===== config.mk =====
export PLATFORM = sky130hd
export DESIGN_NAME = pll_lock_reset_sequencer
export DESIGN_NICKNAME = d
export VERILOG_FILES = /design/src/rtl/pll_lock_reset_sequencer.sv
export SDC_FILE = /design/constraint.sdc
export NUM_CORES = 1
export LEC_CHECK = 0
export ABC_AREA = 1
export CORE_MARGIN = 2
export CORE_UTILIZATION = 50
export CTS_BUF_LIST = sky130_fd_sc_hd__clkbuf_8
export CTS_CLUSTER_DIAMETER = 80
export DETAILED_ROUTE_END_ITERATION = 16
export GPL_ROUTABILITY_DRIVEN = 0
export PLACE_DENSITY_LB_ADDON = 0.08
export SLEW_MARGIN = 20
export SYNTH_ARGS = -nofsm -noshare
export SYNTH_HDL_FRONTEND = slang
export SYNTH_SLANG_ARGS = --single-unit

===== constraint.sdc =====
create_clock -name clk -period 4.7 [get_ports clk]
set_clock_uncertainty 0.1 [all_clocks]
set_input_delay 0.705 -clock clk [delete_from_list [all_inputs] [get_ports clk]]
set_output_delay 0.705 -clock clk [all_outputs]
set_load 0.005 [all_outputs]

===== src/rtl/pll_lock_reset_sequencer.sv =====
// pll_lock_reset_sequencer: drives PLL areset, qualifies lock, then releases peripheral and core resets in order.
// Retries failed lock attempts up to MAX_RETRIES before latching FAULT; soft_restart or reset recovers.
module pll_lock_reset_sequencer #(
    parameter int AREST_HOLD_CYCLES   = 127,
    parameter int LOCK_TIMEOUT_CYCLES = 65536,
    parameter int LOCK_STABLE_CYCLES  = 1024,
    parameter int RELEASE_GAP_CYCLES  = 16,
    parameter int MAX_RETRIES         = 3,
    parameter int SYNC_STAGES         = 2
) (
    input  logic       clk,
    input  logic       reset,
    input  logic       pll_locked,
    input  logic       soft_restart,
    output logic       pll_areset,
    output logic       periph_reset,
    output logic       sys_reset,
    output logic       ready,
    output logic       fault,
    output logic       lock_lost,
    output logic [3:0] retry_count
);
    localparam int MAX_AB  = AREST_HOLD_CYCLES > LOCK_TIMEOUT_CYCLES ? AREST_HOLD_CYCLES : LOCK_TIMEOUT_CYCLES;
    localparam int MAX_CD  = LOCK_STABLE_CYCLES > RELEASE_GAP_CYCLES ? LOCK_STABLE_CYCLES : RELEASE_GAP_CYCLES;
    localparam int CNT_MAX = MAX_AB > MAX_CD ? MAX_AB : MAX_CD;
    localparam int CW      = $clog2(CNT_MAX + 1);

    localparam logic [CW-1:0] HOLD_LAST    = CW'(AREST_HOLD_CYCLES - 1);
    localparam logic [CW-1:0] TIMEOUT_LAST = CW'(LOCK_TIMEOUT_CYCLES - 1);
    localparam logic [CW-1:0] STABLE_LAST  = CW'(LOCK_STABLE_CYCLES - 1);
    localparam logic [CW-1:0] GAP_LAST     = CW'(RELEASE_GAP_CYCLES - 1);
    localparam logic [3:0]    RETRY_MAX    = 4'(MAX_RETRIES);

    typedef enum logic [2:0] {HOLD, WAIT_LOCK, STABLE, REL_PERIPH, RUN, FAULT} state_t;

    state_t                 state_q, state_d;
    logic [CW-1:0]          cnt_q, cnt_d;
    logic [3:0]             retry_q, retry_d;
    logic [SYNC_STAGES-1:0] sync_q, sync_d;
    logic                   pll_areset_q, pll_areset_d;
    logic                   periph_reset_q, periph_reset_d;
    logic                   sys_reset_q, sys_reset_d;
    logic                   ready_q, ready_d;
    logic                   fault_q, fault_d;
    logic                   lock_lost_q, lock_lost_d;
    logic                   locked_s;

    assign locked_s = sync_q[SYNC_STAGES-1];

    always_comb begin
        state_d     = state_q;
        retry_d     = retry_q;
        lock_lost_d = 1'b0;
        sync_d      = {sync_q[SYNC_STAGES-2:0], pll_locked};
        if (soft_restart) begin
            state_d = HOLD;
            retry_d = '0;
        end else begin
            case (state_q)
                HOLD:       if (cnt_q == HOLD_LAST) state_d = WAIT_LOCK;
                WAIT_LOCK: begin
                    if (locked_s) begin
                        state_d = STABLE;
                    end else if (cnt_q == TIMEOUT_LAST) begin
                        state_d = (retry_q + 4'd1 == RETRY_MAX) ? FAULT : HOLD;
                        retry_d = retry_q + 4'd1;
                    end
                end
                STABLE: begin
                    if (!locked_s) state_d = WAIT_LOCK;
                    else if (cnt_q == STABLE_LAST) state_d = REL_PERIPH;
                end
                REL_PERIPH: begin
                    if (!locked_s) begin
                        state_d = HOLD;
                    end else if (cnt_q == GAP_LAST) begin
                        state_d = RUN;
                        retry_d = '0;
                    end
                end
                RUN: begin
                    if (!locked_s) begin
                        state_d     = HOLD;
                        lock_lost_d = 1'b1;
                    end
                end
                default: ;
            endcase
        end
        // Count restarts on every state change and on soft_restart; idle in RUN/FAULT.
        cnt_d = (soft_restart || state_d != state_q || state_q inside {RUN, FAULT}) ? '0 : cnt_q + 1'b1;
        pll_areset_d   = state_d inside {HOLD, FAULT};
        periph_reset_d = !(state_d inside {REL_PERIPH, RUN});
        sys_reset_d    = state_d != RUN;
        ready_d        = state_d == RUN;
        fault_d        = state_d == FAULT;
    end

    always_ff @(posedge clk) begin
        if (reset) begin
            state_q        <= HOLD;
            cnt_q          <= '0;
            retry_q        <= '0;
            sync_q         <= '0;
            pll_areset_q   <= 1'b1;
            periph_reset_q <= 1'b1;
            sys_reset_q    <= 1'b1;
            ready_q        <= 1'b0;
            fault_q        <= 1'b0;
            lock_lost_q    <= 1'b0;
        end else begin
            state_q        <= state_d;
            cnt_q          <= cnt_d;
            retry_q        <= retry_d;
            sync_q         <= sync_d;
            pll_areset_q   <= pll_areset_d;
            periph_reset_q <= periph_reset_d;
            sys_reset_q    <= sys_reset_d;
            ready_q        <= ready_d;
            fault_q        <= fault_d;
            lock_lost_q    <= lock_lost_d;
        end
    end

    assign pll_areset   = pll_areset_q;
    assign periph_reset = periph_reset_q;
    assign sys_reset    = sys_reset_q;
    assign ready        = ready_q;
    assign fault        = fault_q;
    assign lock_lost    = lock_lost_q;
    assign retry_count  = retry_q;
endmodule

# Yosys cells after proc, flatten, opt, wreduce, memory -nomap -nowiden
# Index checks and enable logic that the tools add are counted.
[totals]
inputBits = 4
ff_bits = 32
out_inout_bits = 10
word_cells = 62
[classes]
eq_ne = 19
n_bitwise = 1
add_sub_neg = 2
n_mux = 17
n_reduce_logical = 13
[op_table]
columns = ["operator", "n"]
rows = [
  ["3-bit two-way mux", 10],
  ["17-bit by 1-bit adder with 17-bit output (second input constant)", 1],
  ["17-bit by 10-bit == test with 1-bit output (second input constant)", 1],
  ["17-bit by 16-bit == test with 1-bit output (second input constant)", 1],
  ["17-bit by 4-bit == test with 1-bit output (second input constant)", 1],
  ["17-bit by 7-bit == test with 1-bit output (second input constant)", 1],
  ["4-bit two-way mux", 4],
  ["3-bit case mux with 5 select lines", 1],
  ["3-bit == test (second input constant)", 4],
  ["3-bit by 2-bit == test with 1-bit output (second input constant)", 3],
  ["2-bit inequality test (second input constant)", 4],
  ["4-bit case mux with 2 select lines", 1],
  ["2-bit nonzero test", 4],
  ["3-bit zero test", 2],
  ["5-bit AND reduction", 1],
  ["4-bit by 1-bit adder with 4-bit output (second input constant)", 1],
  ["4-bit by 2-bit == test with 1-bit output (second input constant)", 1],
  ["2-bit OR reduction", 2],
  ["3-bit by 1-bit == test with 1-bit output (second input constant)", 1],
  ["3-bit inequality test", 1],
  ["3-bit inequality test (second input constant)", 1],
  ["3-bit OR reduction", 1],
  ["1-bit logical OR", 2],
  ["1-bit zero test", 1],
  ["2 further kinds", 2],
]

# Depth between registers and ports, before layout
[depth]
word_depth = 11
mapped_depth = 20
depth_no_buf = 19

# Least setup slack after synthesis
# Ideal clock, no wire load.
[synth_path]
path_kind = "register to register"
from = "reg cnt_q[0]"
to = "reg cnt_q[14]"
t_arrival_ps = 2193
required_ps = 4479
setup_ps = 121
path_buffers = 1
stages_incl_launch_ff = 19
path_slack_ps = 2286
period_less_slack_ps = 2414
cell_sequence = "dfxtp_1 -> ha_1 -> nand2_1 -> nor2_2 -> nand3_1 -> nor2_1 -> ha_1 -> nand2_1 -> nor2_1 -> nand2_1 -> nor2_2 -> nor2_1 -> nand3_2 -> nand2_1 -> nand2_1 -> nand2_1 -> nand2_4 -> buf_12 -> nor2_4"
[synth_via]
elab_chain_len = 9
elab_cells_between_ends = 18
cone_classes = "add/sub: 1; eq/ne: 5; mux: 9; reduce/logical: 3"
[synth_lines]
columns = ["element", "line", "text"]
rows = [
  ["from (decl)", "37", "logic [CW-1:0] cnt_q, cnt_d;"],
  ["from (signal assigned)", "113", "cnt_q <= cnt_d;"],
  ["17-bit by 4-bit == test with 1-bit output, or another cell as far along", "76", "end else if (cnt_q == GAP_LAST) begin"],
  ["3-bit two-way mux (on tied branches)", "76, 64, 71", ""],
  ["3-bit two-way mux (on tied branches)", "74, 62, 70", ""],
  ["3-bit case mux with 5 select lines", "59", "case (state_q)"],
  ["3-bit two-way mux", "55", "if (soft_restart) begin"],
  ["3-bit inequality test", "91", "cnt_d = (soft_restart || state_d != state_q || state_q inside {RUN, FAULT}) ? '0 : cnt_q + 1'b1;"],
  ["1-bit logical OR (2 in series)", "91", ""],
  ["2-bit OR reduction (no source line)", "--", ""],
]
# Several ways; a longest one is shown, not always the timed one.
# A chain may end at the register's enable or synchronous reset.

# Worst setup path after layout
[layout_path]
from = "reg cnt_q[0]"
to = "reg cnt_q[1]"
# The elaborated chain is that of the path after synthesis.

==> impl_metrics.csv <==
group,metric,value,unit
power,vdd_drop_max,0.193,mV
route,dr.pass1.iters,4,
route,drt_wl_total,2.91,mm
clock_network,cts_tree,"done",
critical_path,cp_cell_sequence,"ha_1, nand2_1, nor2_2, nand3_1, nor2_1, ha_1, nand2_1, nor2_1, nand2_1, nor2_2, nor2_1, nand3_2, nand2_1, nand2_1, nand2_1, nand2_4, nor2_1",
clock_network,cts_buffer_depth,2,
critical_path,cp-start-kind,"register",
synth,synth_cells,232,
critical_path,crit_slowest_cell,"dfxtp_1",
critical_path,critPathMaxStageDelay,0.36,ns
outcome,status,"completed",
placed_design,numPortBuffers,13,
synth,post_synth_num_cell_types,23,
critical_path,cp.depth,17,
global_route,grt_util_all_layers,17.2,%
global_route,grt_max_degree,18,
placed_design,hpwl,2.22,mm
clock_network,cts_sinks,32,
layout,fin_nets,260,
global_route,overflow,0,
sta,hold_violations,0,
critical_path,r2r-end,"cnt_q[1]",
route,routedWlPerCell,9.76,µm
layout,finalNonFillerCells,298,
clock_network,post_cts_buffers,0,
synth,synth_fp_nets,241,
sta,rsz0062_at_grt,"no",
route,drc,0,
clock_network,cts_buffers,5,
route,drtAntennaViolNets,0,
critical_path,crit_path_end_kind,"register",
sta,drv_slew,0,
critical_path,cp_common_cell,"nand2_1",
route,avgViaCountPerCell,4.53,
layout,n_antenna_cell,0,
global_route,antenna_found_initial,0,
critical_path,cp.arrival,2.79,ns
route,drt-initial-drc-count,52,
clock_network,cts-root-buf,"clkbuf_8",
sta,relSlewSlack,75.1,%
die,rows,21,
sta,setup_viol,0,
die,die_h,62.9,µm
critical_path,path_class,"register to register",
sta,max_freq,0.366,GHz
clock_network,postCtsHoldBufs,0,
layout,drive_gt1_share,16.7,%
critical_path,crit_path_end,"cnt_q[1]",
die,start_util,51.9,%
synth,yosysWarningCount,0,
critical_path,required,4.76,ns
route,vias,1350,
die,pin_count,14,
critical_path,crit_start,"cnt_q[0]",
placed_design,dp_cells,290,
layout,fillers,338,
min_path,hold_path_class,"register to register",
global_route,grt_first_pass_wirelength,5.26,mm
critical_path,crit_family,"simple AND/OR/NAND/NOR gates",
die,die-area,0.00395,mm²
synth,syn_area,0.00173,mm²
sta,layout_worst_path_cycle_share,58.1,%
power,power.leakage,0.767,nW
critical_path,path_max_fanout,17,
critical_path,r2r_slack,1.97,ns
synth,seq_area_frac_synth,37.0,%
critical_path,reg2reg_depth,17,
clock_network,cts.reportedPaths.clkPinSlew,0.06,ns
clock_network,cts_max_level,2,
synth,synth_seq_cells,32,
die,die_w,62.9,µm
layout,syn2layout_area_growth,14.9,%
clock_network,clkLatencyLatePin,0.28,ns
sta,fin_tns_setup,0,ns
synth,syn_avg_cell_area,7.47,µm²
power,power.density,250,mW/mm²
critical_path,r2r-start,"cnt_q[0]",
critical_path,crit_buf_inv,0,
sta,worstMarginPinSlew,0.373,ns
sta,period_needed,2.73,ns
run,drv_cap,0,
global_route,grt_pass1_vias,1243,
clock_network,cts_resized,0,
die,core_area,0.00334,mm²
==> routing by layer <==
layer / global-route usage [%] / share of wire (%) / vias to the layer above
met5: 0 / 0 / -
met4: 8.33 / 1.8 / 0
met3: 6.67 / 3.0 / 6
met1: 21.3 / 51 / 580
li1: - / - / 749
met2: 25.8 / 44 / 15
==> sequential cells by signal, indices dropped and copies added, names as in the netlist, 2 cells and up <==
| name | flops |
|---|---|
| state_q | 3 |
| cnt_q | 17 |
| sync_q | 2 |
| retry_count | 4 |
==> final cells by class <==
| type | instances | area [µm²] | share of cell area [%] |
|---|---|---|---|
| inverter | 31 | 116 | 5.85 |
| tap | 46 | 57.6 | 2.89 |
| clock buffer | 6 | 82.6 | 4.15 |
| clock inverter | 2 | 7.51 | 0.377 |
| timing repair buffer | 13 | 130 | 6.54 |
| sequential | 32 | 641 | 32.2 |
| multi-input combinational | 168 | 956 | 48.0 |
==> power breakdown <==
part	internal [mW]	total (mW)	leakage (nW)	switching (mW)
clock network	0.115	0.208	0.0538	0.0935
registers	0.273	0.274	0.258	0.00138
logic	0.00495	0.0154	0.454	0.0105
==> stage by stage <==
| step | setup WS (ns) | utilization (%) | area [µm²] | hold WS (ns) | total power, mW |
|---|---|---|---|---|---|
| floorplan | 2.29 | - | 1730 | 0.288 | 0.292 |
| global placement | 1.98 | 57.0 | 1900 | 0.292 | 0.296 |
| detailed placement | 1.94 | 57.0 | 1900 | 0.298 | 0.296 |
| CTS | 1.93 | 59.7 | 1990 | 0.307 | 0.507 |
| global route | 1.56 | 59.7 | 1990 | 0.351 | 0.524 |
| finish | 1.97 | 59.7 | 1990 | 0.307 | 0.498 |
==> tightest hold or removal path: stages (launching register included) <==
cell and delay [ns]:
dfxtp_1 0.30, inv_1 0.04, nor2_1 0.03
==> cell usage in the layout, fill, tap and decap left out <==
cell	count
nor3_1	1
a21oi_1	4
nand2_1	47
nand2_4	1
or2_2	1
dfxtp_1	32
o21ai_1	1
ha_1	5
clkbuf_8	6
clkdlybuf4s50_1	13
nand3_2	2
nand2_2	7
inv_2	4
nand3_4	1
xor2_1	7
nand3b_1	1
inv_1	29
nor2_2	7
nor2_1	40
o21ai_0	2
nand4_1	2
nor2_4	13
xnor2_1	7
nand3_1	19
==> synth_stat cells, drive strengths merged <==
cell    instances  area, µm²
dfxtp          32        641
buf             1       20.0
nand3          22        133
or2             1       6.26
a21oi           4       20.0
nand2          55        231
o21ai           3       15.0
nand4           2       12.5
nand3b          1       7.51
xor2            7       61.3
nor3            1       5.00
nor2           60        340
inv            31        116
ha              5       62.6
xnor2           7       61.3
==> worst min-delay path by stage <==
stage | start | to | slack [ns] | cells after the start
after floorplan | sync_q[0] | sync_q[1] | 0.29 | 2
after global placement | sync_q[0] | sync_q[1] | 0.29 | 2
after detailed placement | sync_q[0] | sync_q[1] | 0.30 | 2
after CTS | sync_q[0] | sync_q[1] | 0.31 | 2
after global routing | sync_q[0] | sync_q[1] | 0.35 | 2
final | sync_q[0] | sync_q[1] | 0.31 | 2
==> cells by family after synthesis <==
| kind of cell | synth area share [%] |
|---|---|
| and+or+nand+nor | 42.5 |
| buffers and inverters | 7.87 |
| DFF | 37.0 |
| xor gates and xnor gates | 7.08 |
| AOI/OAI and AO/OA | 2.02 |
| adders and majority gates | 3.61 |
Note: power is estimated with default switching activity, not from simulation.
